--- config.mk ---
export PLATFORM = sky130hd
export DESIGN_NAME = llsc_atomic_unit
export DESIGN_NICKNAME = d
export VERILOG_FILES = /design/src/rtl/llsc_atomic_unit_pkg.sv /design/src/rtl/llsc_resv_cmp.sv /design/src/rtl/llsc_atomic_unit.sv
export SDC_FILE = /design/constraint.sdc
export NUM_CORES = 1
export LEC_CHECK = 0
export BUFFER_PORTS_ARGS = -buffer_cell sky130_fd_sc_hd__buf_2
export CAP_MARGIN = 15
export CELL_PAD_IN_SITES_DETAIL_PLACEMENT = 0
export CELL_PAD_IN_SITES_GLOBAL_PLACEMENT = 1
export CORE_ASPECT_RATIO = 0.8
export CORE_MARGIN = 5
export CORE_UTILIZATION = 30
export CTS_BUF_LIST = sky130_fd_sc_hd__clkbuf_4 sky130_fd_sc_hd__clkbuf_8 sky130_fd_sc_hd__clkbuf_16
export DETAILED_ROUTE_END_ITERATION = 12
export GPL_ROUTABILITY_DRIVEN = 0
export PLACE_DENSITY = 0.72
export SLEW_MARGIN = 25
export SYNTH_ARGS = -nofsm -noshare
export SYNTH_HDL_FRONTEND = slang
export SYNTH_SLANG_ARGS = --single-unit
--- constraint.sdc ---
create_clock -name clk -period 3 [get_ports clk]
set_clock_uncertainty 0.2 [all_clocks]
set_input_delay 0.45 -clock clk [delete_from_list [all_inputs] [get_ports clk]]
set_output_delay 0.45 -clock clk [all_outputs]
set_load 0.005 [all_outputs]
--- src/rtl/llsc_atomic_unit_pkg.sv ---
`default_nettype none
// ============================================================================
// Module   : llsc_atomic_unit_pkg
// Brief    : State encoding, op codes and enable constants shared by the
//            ll/sc memory-stage engine.
// Revision : 1.0 - initial release
// ============================================================================
package llsc_atomic_unit_pkg;

    localparam int STATE_W = 2;

    localparam logic [STATE_W-1:0] ST_IDLE   = 2'd0;
    localparam logic [STATE_W-1:0] ST_LL_BUS = 2'd1;
    localparam logic [STATE_W-1:0] ST_SC_BUS = 2'd2;
    localparam logic [STATE_W-1:0] ST_DONE   = 2'd3;

    typedef enum logic [1:0] {
        OP_NONE = 2'd0,
        OP_LL   = 2'd1,
        OP_SC   = 2'd2
    } op_code_e;

    // What the DONE cycle reports, which decides the LLbit write.
    typedef enum logic [1:0] {
        RES_NONE    = 2'd0,
        RES_LL      = 2'd1,
        RES_SC_OK   = 2'd2,
        RES_SC_FAIL = 2'd3
    } done_kind_e;

    localparam logic WRITE_ENABLE  = 1'b1;
    localparam logic WRITE_DISABLE = 1'b0;
    localparam logic RST_ENABLE    = 1'b1;

    function automatic op_code_e decode_op(input logic valid, input logic ll, input logic sc);
        op_code_e op;
        op = OP_NONE;
        if (valid && ll) begin
            op = OP_LL;
        end else if (valid && sc) begin
            op = OP_SC;
        end
        return op;
    endfunction

endpackage
`default_nettype wire

--- src/rtl/llsc_resv_cmp.sv ---
`default_nettype none
// ============================================================================
// Module   : llsc_resv_cmp
// Brief    : Granule comparator between an address and the reservation.
// Revision : 1.0 - initial release
// ============================================================================
module llsc_resv_cmp
    import llsc_atomic_unit_pkg::*;
#(
    parameter int ADDR_W   = 32,
    parameter int GRAN_LSB = 2
) (
    input  logic                       i_valid,
    input  logic [ADDR_W-1:0]          i_addr,
    input  logic [ADDR_W-GRAN_LSB-1:0] i_resv_addr,
    output logic                       o_hit
);

    assign o_hit = i_valid && (i_addr[ADDR_W-1:GRAN_LSB] == i_resv_addr);

    // Offset bits within a granule never participate in the match.
    generate
        if (GRAN_LSB > 0) begin : g_unused_low
            logic unused_low_bits;
            assign unused_low_bits = ^i_addr[GRAN_LSB-1:0];
        end
    endgenerate

endmodule
`default_nettype wire

--- src/rtl/llsc_atomic_unit.sv ---
`default_nettype none
// ============================================================================
// Module   : llsc_atomic_unit
// Brief    : MIPS32 ll/sc memory-stage engine: bus access, reservation
//            tracking, snoop invalidation and LLbit write port.
// Revision : 1.0 - initial release
// ============================================================================
module llsc_atomic_unit
    import llsc_atomic_unit_pkg::*;
#(
    parameter int ADDR_W   = 32,
    parameter int DATA_W   = 32,
    parameter int GRAN_LSB = 2
) (
    input  logic              clk,
    input  logic              rst,
    input  logic              flush,
    input  logic              op_valid,
    input  logic              op_ll,
    input  logic              op_sc,
    input  logic [ADDR_W-1:0] addr,
    input  logic [DATA_W-1:0] wdata,
    input  logic              llbit_i,
    input  logic              wb_llbit_we,
    input  logic              wb_llbit_value,
    input  logic              snoop_valid,
    input  logic [ADDR_W-1:0] snoop_addr,
    output logic              bus_req,
    output logic              bus_we,
    output logic [ADDR_W-1:0] bus_addr,
    output logic [DATA_W-1:0] bus_wdata,
    input  logic              bus_ack,
    input  logic [DATA_W-1:0] bus_rdata,
    output logic              stall_req,
    output logic              rd_valid,
    output logic [DATA_W-1:0] rd_data,
    output logic              llbit_we_o,
    output logic              llbit_value_o
);

    localparam int RESV_W = ADDR_W - GRAN_LSB;

    logic [STATE_W-1:0] state_q, state_d;
    logic [RESV_W-1:0]  resv_addr_q, resv_addr_d;
    logic               bus_req_q, bus_req_d;
    logic               bus_we_q, bus_we_d;
    logic [ADDR_W-1:0]  bus_addr_q, bus_addr_d;
    logic [DATA_W-1:0]  bus_wdata_q, bus_wdata_d;
    logic [DATA_W-1:0]  rd_data_q, rd_data_d;
    done_kind_e         done_kind_q, done_kind_d;

    logic               w_eff_llbit;
    logic               w_resv_hit;
    logic               w_snoop_hit;
    logic               w_done;
    logic               w_done_llbit_we;
    op_code_e           w_op;

    assign w_eff_llbit = wb_llbit_we ? wb_llbit_value : llbit_i;
    assign w_op        = decode_op(op_valid, op_ll, op_sc);

    llsc_resv_cmp #(
        .ADDR_W   (ADDR_W),
        .GRAN_LSB (GRAN_LSB)
    ) u_resv_cmp (
        .i_valid     (1'b1),
        .i_addr      (addr),
        .i_resv_addr (resv_addr_q),
        .o_hit       (w_resv_hit)
    );

    llsc_resv_cmp #(
        .ADDR_W   (ADDR_W),
        .GRAN_LSB (GRAN_LSB)
    ) u_snoop_cmp (
        .i_valid     (snoop_valid),
        .i_addr      (snoop_addr),
        .i_resv_addr (resv_addr_q),
        .o_hit       (w_snoop_hit)
    );

    always_comb begin
        state_d     = state_q;
        resv_addr_d = resv_addr_q;
        bus_req_d   = bus_req_q;
        bus_we_d    = bus_we_q;
        bus_addr_d  = bus_addr_q;
        bus_wdata_d = bus_wdata_q;
        rd_data_d   = rd_data_q;
        done_kind_d = done_kind_q;

        // Flush outranks a same-cycle ack; later acks land in IDLE and are dropped.
        if (flush) begin
            state_d   = ST_IDLE;
            bus_req_d = 1'b0;
            bus_we_d  = 1'b0;
        end else begin
            case (state_q)
                ST_IDLE: begin
                    if (w_op == OP_LL) begin
                        state_d     = ST_LL_BUS;
                        bus_req_d   = 1'b1;
                        bus_we_d    = 1'b0;
                        bus_addr_d  = addr;
                        bus_wdata_d = wdata;
                    end else if (w_op == OP_SC) begin
                        if (w_eff_llbit && w_resv_hit && !w_snoop_hit) begin
                            state_d     = ST_SC_BUS;
                            bus_req_d   = 1'b1;
                            bus_we_d    = 1'b1;
                            bus_addr_d  = addr;
                            bus_wdata_d = wdata;
                        end else begin
                            state_d     = ST_DONE;
                            rd_data_d   = '0;
                            done_kind_d = RES_SC_FAIL;
                        end
                    end
                end
                ST_LL_BUS: begin
                    if (bus_ack) begin
                        state_d     = ST_DONE;
                        bus_req_d   = 1'b0;
                        rd_data_d   = bus_rdata;
                        resv_addr_d = bus_addr_q[ADDR_W-1:GRAN_LSB];
                        done_kind_d = RES_LL;
                    end
                end
                ST_SC_BUS: begin
                    // A snoop here does not cancel the store already on the bus.
                    if (bus_ack) begin
                        state_d     = ST_DONE;
                        bus_req_d   = 1'b0;
                        bus_we_d    = 1'b0;
                        rd_data_d   = {{(DATA_W-1){1'b0}}, 1'b1};
                        done_kind_d = RES_SC_OK;
                    end
                end
                default: begin
                    state_d = ST_IDLE;
                end
            endcase
        end
    end

    always_ff @(posedge clk) begin
        if (rst == RST_ENABLE) begin
            state_q     <= ST_IDLE;
            resv_addr_q <= '0;
            bus_req_q   <= 1'b0;
            bus_we_q    <= 1'b0;
            bus_addr_q  <= '0;
            bus_wdata_q <= '0;
            rd_data_q   <= '0;
            done_kind_q <= RES_NONE;
        end else begin
            state_q     <= state_d;
            resv_addr_q <= resv_addr_d;
            bus_req_q   <= bus_req_d;
            bus_we_q    <= bus_we_d;
            bus_addr_q  <= bus_addr_d;
            bus_wdata_q <= bus_wdata_d;
            rd_data_q   <= rd_data_d;
            done_kind_q <= done_kind_d;
        end
    end

    assign w_done          = (state_q == ST_DONE) && !flush;
    assign w_done_llbit_we = w_done && ((done_kind_q == RES_LL) || (done_kind_q == RES_SC_OK));

    assign bus_req   = bus_req_q;
    assign bus_we    = bus_we_q;
    assign bus_addr  = bus_addr_q;
    assign bus_wdata = bus_wdata_q;
    assign rd_data   = rd_data_q;
    assign rd_valid  = w_done;

    assign stall_req = ((state_q == ST_IDLE) && op_valid) ||
                       (state_q == ST_LL_BUS) || (state_q == ST_SC_BUS);

    // A snoop hit on the reservation always overrides the DONE write with 0.
    assign llbit_we_o    = !flush && (w_done_llbit_we || (w_snoop_hit && w_eff_llbit))
                           ? WRITE_ENABLE : WRITE_DISABLE;
    assign llbit_value_o = llbit_we_o && w_done && (done_kind_q == RES_LL) && !w_snoop_hit;

endmodule
`default_nettype wire

Word level (Yosys, flattened, before mapping) --
Index checks and enable logic that the tools add are counted. W data, S select, Z words.
Operators by class: add/sub/neg operators 0, multipliers 0, divide/modulo/power cells 0, order comparisons 0, eq/ne operators 17, shifts and indexed selects 0, mux-type cells 34, bitwise gates (word level) 1, reduce and logical (&&, ||, !) cells 33
Operators by type and width (count):
- $mux W32 | 11
- $pmux W32 S3 | 1
- $eq A30 B30 Y1 | 2
- $mux W2 | 10
- $logic_and A1 B1 Y1 | 13
- $reduce_and A4 Y1 | 3
- $ne A2 B2 Y1 const B | 5
- $eq A2 B2 Y1 const B | 4
- $mux W1 | 8
- $reduce_bool A2 Y1 | 4
- $reduce_and A7 Y1 | 1
- $eq A2 B1 Y1 const B | 3
- $ne A3 B3 Y1 const B | 2
- $pmux W2 S3 | 1
- $logic_or A1 B1 Y1 | 4
- $pmux W1 S2 | 2
- $pmux W2 S2 | 1
- $reduce_or A2 Y1 | 2
- $reduce_and A3 Y1 | 1
- $reduce_bool A3 Y1 | 1
- $logic_not A1 Y1 | 2
- $logic_not A2 Y1 | 1
- $ne A2 B1 Y1 const B | 1
- $reduce_and A2 Y1 | 1
- $not A1 Y1 | 1
Storage, ports and cells: register bits after elaboration 132, bits in latches 0, memory bits (writable) 0, bits in read-only memories 0, bits of input ports 139, output and inout port bits 102, word-level logic and storage cells 93, memories 0

Logic depth before layout (Yosys ltp) --
Gate-level depths: netlist of run 1.
word-level depth 9, mapped depth 8, gate-level depth less buffers 7

Cells and area by module --
From an unflattened synthesis of run 1, not the netlist that was laid out.
Second synthesis, totals: cells, all modules 719, area, all modules 5881.9 µm²
Modules (own cells, without submodules):
- llsc_atomic_unit | instances 1, cells each 639, area an instance 5216.3 µm², sequential area each 2642.5 µm²
- llsc_resv_cmp | instances 2, cells each 40, area an instance 332.8 µm², sequential area each 0.0 µm²

Worst setup path before layout of run 1 --
Ideal clock, no wire load.
path kind input port to output port, from input port snoop_addr[8], to output port llbit_we_o, data arrival time 1902 ps, data required time 2350 ps, path slack 448 ps, stages 5, path buffers 0, path through xor2_1 > or4_1 > or4_4 > o32ai_1 > nor2b_1
Between the ends: cells in the longest elaborated chain, start to end 6
Ends and longest elaborated chain:
- start, declared | line llsc_atomic_unit.sv:27 | input logic [ADDR_W-1:0] snoop_addr,
- $eq A30 B30 Y1 | line llsc_resv_cmp.sv:19 | assign o_hit = i_valid && (i_addr[ADDR_W-1:GRAN_LSB] == i_resv_addr);
- $logic_and A1 B1 Y1 | line llsc_resv_cmp.sv:19
- $logic_and A1 B1 Y1 | line llsc_atomic_unit.sv:182 | assign llbit_we_o = !flush && (w_done_llbit_we || (w_snoop_hit && w_eff_llbit))
- $logic_or A1 B1 Y1 | line llsc_atomic_unit.sv:182
- $logic_and A1 B1 Y1 | line llsc_atomic_unit.sv:182
- $mux W1 | line llsc_atomic_unit.sv:183 | ? WRITE_ENABLE : WRITE_DISABLE;
- end, declared | line llsc_atomic_unit.sv:37 | output logic llbit_we_o,
No other way between the ends.

Worst setup path in the final report of run 1 --
from register resv_addr_q[6], to output port llbit_we_o
Between the ends: cells in the longest elaborated chain, start to end 6
Ends and longest elaborated chain:
- start, declared | line llsc_atomic_unit.sv:44 | logic [RESV_W-1:0] resv_addr_q, resv_addr_d;
- start signal, assigned | line llsc_atomic_unit.sv:158 | resv_addr_q <= resv_addr_d;
- $eq A30 B30 Y1 | line llsc_resv_cmp.sv:19
- $logic_and A1 B1 Y1 | line llsc_resv_cmp.sv:19
- $logic_and A1 B1 Y1 | line llsc_atomic_unit.sv:182
- $logic_or A1 B1 Y1 | line llsc_atomic_unit.sv:182
- $logic_and A1 B1 Y1 | line llsc_atomic_unit.sv:182
- $mux W1 | line llsc_atomic_unit.sv:183
No other way between the ends.

==> key figures, run 1 <==
Outcome
  – Outcome: finished, violations left
  – Failing checks: setup timing

Power
  – Leak: 3.64 nW
  – Pwr Density: 500 mW/mm²
  – Design Power: 4.43 mW
  – Worst VDD drop: 0.000336 V

Drt
  – Vias/cell: 4.48
  – WL/cell: 16.0 µm
  – Drt drc: 0
  – DR pass1 iterations: 4
  – DRT iter0 DRCs: 278
  – Vias: 5686
  – Final antenna-violating net count: 0
  – Final WL: 20.2 mm

STA
  – Post-layout min period: 3.07 ns
  – Final worst path period share: 1.02
  – RSZ-0062 raised after global routing: yes
  – Least-Margin Pin Slew: 0.911 ns
  – Max-slew violation count: 0
  – Hold Vio Cnt, Final: 0
  – WHS: 0.0799 ns
  – Fmax: 325 MHz
  – Setup violations, final: 1
  – Setup slack after layout: -0.0742 ns
  – Slew headroom: 0.393

Yosys
  – Flops & latches, synth: 132
  – Syn Inst Count: 726
  – Synth Warn #: 0
  – Distinct cells, synth: 41
  – Ys async rst share: 0
  – Post-synth top flop: dfxtp_1
  – Post-Syn Area: 0.00671 mm²
  – Sequential element share of the synthesized area: 0.394
  – Syn Area/Cell: 9.24 µm²
  – EDFF count, synth: 0
  – Syn_nets: 873

Clock network
  – CTS root buf: clkbuf_16
  – Num CTS Buffers: 17
  – Setup Fix Bufs, Post-CTS: 0
  – Cts hold-fix bufs: 0
  – CTS max path bufs: 2
  – CTS tree: built
  – Clock transition at path regs: 0.06 ns
  – Max H-tree Level: 4
  – Worst skew pair latency: 0.42 ns
  – Post-cts sizing count: 2
  – # clock sinks: 132

GRT
  – Vias in the first global route: 5524
  – Grt ovf: 0
  – Gr usage total: 0.155
  – Initial antenna violation count: 1
  – Largest net degree at the start of global routing: 120
  – Global-route wire length before repair: 30.7 mm

Cells and area
  – FILL cells: 2305
  – Most common cell after layout, fill and taps aside: buf_2
  – Fin nets: 1098
  – N_diodes: 0
  – Share of cells above drive strength 1: 0.309
  – Commonest non-fill, non-tap cells in the layout: buf_2, nand2b_1, dfxtp_1
  – Post-route cell area: 0.00886 mm²
  – Core Util, Final: 0.398
  – Layout overhead on the synthesized area: 32.1%

Setup path
  – Crit-path max cell delay: 0.52 ns
  – Critical path's top delay family: simple AND/OR/NAND/NOR gates
  – Critical-path cell with the highest stage delay: or4_1
  – CP Capture Type: primary output
  – CP max FO: 4
  – Critical path buffer and inverter count: 1
  – Setup CP Type: register to primary output
  – CP required: 2.35 ns
  – Startpoint types: register
  – Worst-path cell chain: xor2_1 > or4_1 > or4_4 > o32ai_2 > nor2b_1 > buf_2
  – Arrival @ worst endpoint: 2.42 ns

Placed design
  – Detailed placement HPWL: 15.1 mm
  – Post-DP Area: 0.00826 mm²
  – PortBufs: 238

Floorplanning
  – Rows: 49
  – Initial core utilization: 0.301
  – Chip Height: 144 µm
  – Die W: 177 µm
  – I/O pin cnt: 241
  – Die Area: 0.0255 mm²
  – Core ar.: 0.0223 mm²

Min path
  – Tightest Hold Check Type: primary input to register

Run
  – Max-cap violations: 0
-- cells by family (layout without fill, tap and decap cells) --
group                    count (synthesis)  count (layout)  synth area share
buffers and inverters                   53             290            0.0392
multiplexers                           101             101             0.151
XOR/XNOR                                61              61            0.0796
AND/OR/NAND/NOR                        321             321             0.276
flip-flops                             132             132             0.394
adder cells (fa/ha/maj)                  8               8            0.0149
AO/OA/AOI/OAI                           50              50            0.0457
-- registers in the layout, indices dropped and copies added (netlist names) --
| name | count |
|---|---|
| bus_addr | 32 |
| bus_wdata | 32 |
| rd_data | 32 |
| resv_addr_q | 30 |
| done_kind_q | 2 |
| state_q | 2 |
| bus_req | 1 |
| bus_we | 1 |
-- cells in the mapped netlist, types with 7 or more instances --
master      n  share of area
nand4_1    11          0.010
inv_1       7         0.0039
mux2i_1    99           0.15
xnor2_1    26          0.034
buf_6       7          0.012
nor4_1     15          0.014
a21oi_1    32          0.024
nand2b_1  161           0.15
clkbuf_1   36          0.020
nor2_1     10         0.0056
nand3b_1   30          0.034
ha_1        8          0.015
xor2_1     35          0.046
dfxtp_1   132           0.39
nand2_1    75          0.042
-- worst paths after layout --
path             startpoint              to  slack, ns  cells after the start
max          resv_addr_q[6]      llbit_we_o      -0.07                      6
min           bus_rdata[29]     rd_data[29]       0.08                      3
max reg2reg  resv_addr_q[0]    bus_addr[12]       0.31                      7
min reg2reg     bus_addr[2]  resv_addr_q[0]       0.27                      2
-- worst register-to-register path, cell delays in order (launching register included) --
cell and delay [ns]:
dfxtp_1 0.47, xor2_1 0.15, nor4_1 0.30, and4_1 0.31, o2111ai_2 0.17, a211oi_4 0.46, buf_12 0.31, mux2i_1 0.26
-- cell type report --
type	count	area, µm²	share of cell area
Sequential cell	132	2650	0.298
Inverter	7	26.3	0.00296
Clock buffer	19	453	0.0511
Multi-Input combinational cell	541	3860	0.436
Clock inverter	12	106	0.0120
Timing Repair Buffer	252	1390	0.156
Tap cell	306	383	0.0432
-- power breakdown --
part	switching [mW]	total, mW	internal, mW
registers	0.0308	1.83	1.80
logic	0.310	0.600	0.291
clock network	0.823	2.00	1.18
total	1.16	4.43	3.27
-- stage by stage --
stage	setup slack [ns]	setup TNS, ns	instances
after floorplan	0.448	0	726
after global placement	0.117	0	1238
after detailed placement	0.116	0	1238
after CTS	-0.116	-0.116	1269
after global routing	-0.214	-0.218	1269
final	-0.0742	-0.0742	1269
-- routing by layer --
metal	global-route usage	routed length (µm)	share of wire	up-vias
met1	0.223	9740	0.48	2587
met4	0.0480	335	0.017	2
li1	-	-	-	2889
met3	0.0389	1550	0.076	19
met5	0	7	0.00035	-
met2	0.229	8610	0.43	189
No activity file was read; power rests on OpenSTA's default activity.
==> run 2, diff against run 1 <==
--- a/config.mk
+++ b/config.mk
@@ -12,7 +12,6 @@
 export CORE_ASPECT_RATIO = 0.8
 export CORE_MARGIN = 5
 export CORE_UTILIZATION = 30
-export CTS_BUF_LIST = sky130_fd_sc_hd__clkbuf_4 sky130_fd_sc_hd__clkbuf_8 sky130_fd_sc_hd__clkbuf_16
 export DETAILED_ROUTE_END_ITERATION = 12
 export GPL_ROUTABILITY_DRIVEN = 0
 export PLACE_DENSITY = 0.72
==> constraint.sdc (replaced) <==
create_clock -name clk -period 3 [get_ports clk]
set_clock_uncertainty 0.2 [all_clocks]
set_input_delay 0.9 -clock clk [delete_from_list [all_inputs] [get_ports clk]]
set_output_delay 0.9 -clock clk [all_outputs]
set_load 0.005 [all_outputs]
==> key figures, run 2 (same netlist as run 1, synthesis figures left out) <==
STA
  – Final worst path period share: 1.23
  – Max-slew violation count: 0
  – Post-layout min period: 3.69 ns
  – Setup violations, final: 66
  – Fmax: 271 MHz
  – Least-Margin Pin Slew: 0.668 ns
  – Setup slack after layout: -0.695 ns
  – RSZ-0062 raised after global routing: yes
  – Hold Vio Cnt, Final: 0
  – Slew headroom: 0.555

Drt
  – Final WL: 21.4 mm
  – Vias: 5989
  – Vias/cell: 4.45
  – DRT iter0 DRCs: 249
  – Final antenna-violating net count: 0
  – WL/cell: 15.9 µm
  – Drt drc: 0
  – DR pass1 iterations: 5

GRT
  – Vias in the first global route: 5632
  – GR peak layer: met2
  – Met2 usage: 0.235
  – GR Layer Usage met3: 0.0502
  – Gr usage total: 0.159
  – M1 GR Usage: 0.220
  – Largest net degree at the start of global routing: 93
  – Initial antenna violation count: 3
  – Grt ovf: 0
  – Global-route wire length before repair: 31.5 mm

Clock network
  – # clock sinks: 132
  – Clock transition at path regs: 0.06 ns
  – Worst skew pair latency: 0.42 ns
  – CTS tree: built
  – Num CTS Buffers: 17
  – Max H-tree Level: 4
  – CTS root buf: clkbuf_16
  – CTS max path bufs: 2

Power
  – Switching Share: 0.270
  – Reg power frac: 0.401
  – Clock power frac: 0.451
  – Switch Pwr: 1.23 mW
  – Leak: 4.06 nW
  – Worst VDD drop: 0.000351 V
  – Pwr Density: 475 mW/mm²
  – Part of the power in combinational logic: 0.148
  – P_int: 3.34 mW

Run
  – Max-cap violations: 0

Cells and area
  – Commonest non-fill, non-tap cells in the layout: buf_2, nand2b_1, dfxtp_1
  – Fin nets: 1170
  – Core Util, Final: 0.433
  – Final instance count without filler cells: 1345
  – FILL cells: 2250
  – Most common cell after layout, fill and taps aside: buf_2
  – Layout overhead on the synthesized area: 43.6%
  – Share of cells above drive strength 1: 0.362

Outcome
  – Outcome: finished, violations left
  – Failing checks: setup timing

Setup path
  – CP required: 1.90 ns
  – Startpoint types: primary input
  – CP max FO: 2
  – CP Capture Type: primary output
  – Arrival @ worst endpoint: 2.59 ns
  – Setup CP Type: primary input to primary output

Floorplanning
  – Rows: 49
  – Chip Height: 144 µm
  – Die W: 177 µm
  – Die Area: 0.0255 mm²
  – I/O pin cnt: 241
  – Core ar.: 0.0223 mm²
  – Initial core utilization: 0.301

Placed design
  – PortBufs: 238
  – Post-Place Cells: 1301
  – Detailed placement HPWL: 15.6 mm

Min path
  – Tightest Hold Check Type: register to register
[run 2: changes by cell type in the layout (fill, tap and decap cells not counted), moves of 3 or more]
cell / change
clkinv_2: -4
clkbuf_16: +6
diode_2: +3
buf_6: +5
buf_16: +3
buf_4: +62
inv_6: +4
[run 2: layout make-up]
| type | instances | area, µm² | area share |
|---|---|---|---|
| multi-input combinational | 541 | 3900 | 0.405 |
| sequential | 132 | 2640 | 0.274 |
| timing repair buffer | 324 | 2090 | 0.217 |
| clock buffer | 18 | 439 | 0.0456 |
| tap | 306 | 383 | 0.0397 |
| clock inverter | 14 | 141 | 0.0147 |
| inverter | 7 | 26.3 | 0.00273 |
| antenna | 3 | 7.51 | 0.000779 |
[run 2: through the flow]
step	total power [mW]	TNS [ns]	hold WS [ns]	area (µm²)	setup WS (ns)
after floorplan	2.21	-0.678	0.251	6710	-0.448
after global placement	2.51	-31.51	0.251	8740	-0.770
after detailed placement	2.51	-31.94	0.255	8740	-0.732
after CTS	4.61	-1.36	0.269	9380	-0.712
after global routing	4.79	-6.80	0.283	9630	-0.750
final	4.57	-3.84	0.264	9630	-0.695
[run 2: worst paths after layout]
check / start / to / slack [ns] / cells past startpoint
worst max-delay path: snoop_addr[8] / llbit_we_o / -0.69 / 7
worst min-delay path: bus_addr[29] / resv_addr_q[27] / 0.26 / 2
worst max register to register: resv_addr_q[1] / bus_addr[14] / 0.13 / 10
worst min register to register: bus_addr[29] / resv_addr_q[27] / 0.26 / 2
[run 2: power groups by stage]
stage               logic [mW]  registers (mW)  clock network [mW]
finish                   0.676            1.83                2.06
floorplan                0.337            1.87                   0
CTS                      0.645            1.83                2.13
global route             0.741            1.84                2.21
detailed placement       0.638            1.87                   0
global placement         0.635            1.87                   0
[run 2: critical path, cell delays in order]
cell	delay (ns)
buf_6	0.09
xor2_2	0.14
or4_1	0.51
or4_4	0.46
o32ai_2	0.19
nor2b_2	0.15
buf_2	0.14
[run 2: timing repair]
item                                    4_1_cts  5_1_grt
setup buffers                                 1        1
endpoints found under the setup margin        2       68
gates cloned                                  0        7
hold buffers                                  0        0
gates resized for setup                      10       11
pin swaps                                     2        3
[run 2: routing by layer]
metal | wire length (µm) | share of wire
met3 | 1520 | 0.071
met2 | 9590 | 0.45
met4 | 269 | 0.013
met1 | 10000 | 0.47
met5 | 18 | 0.00084
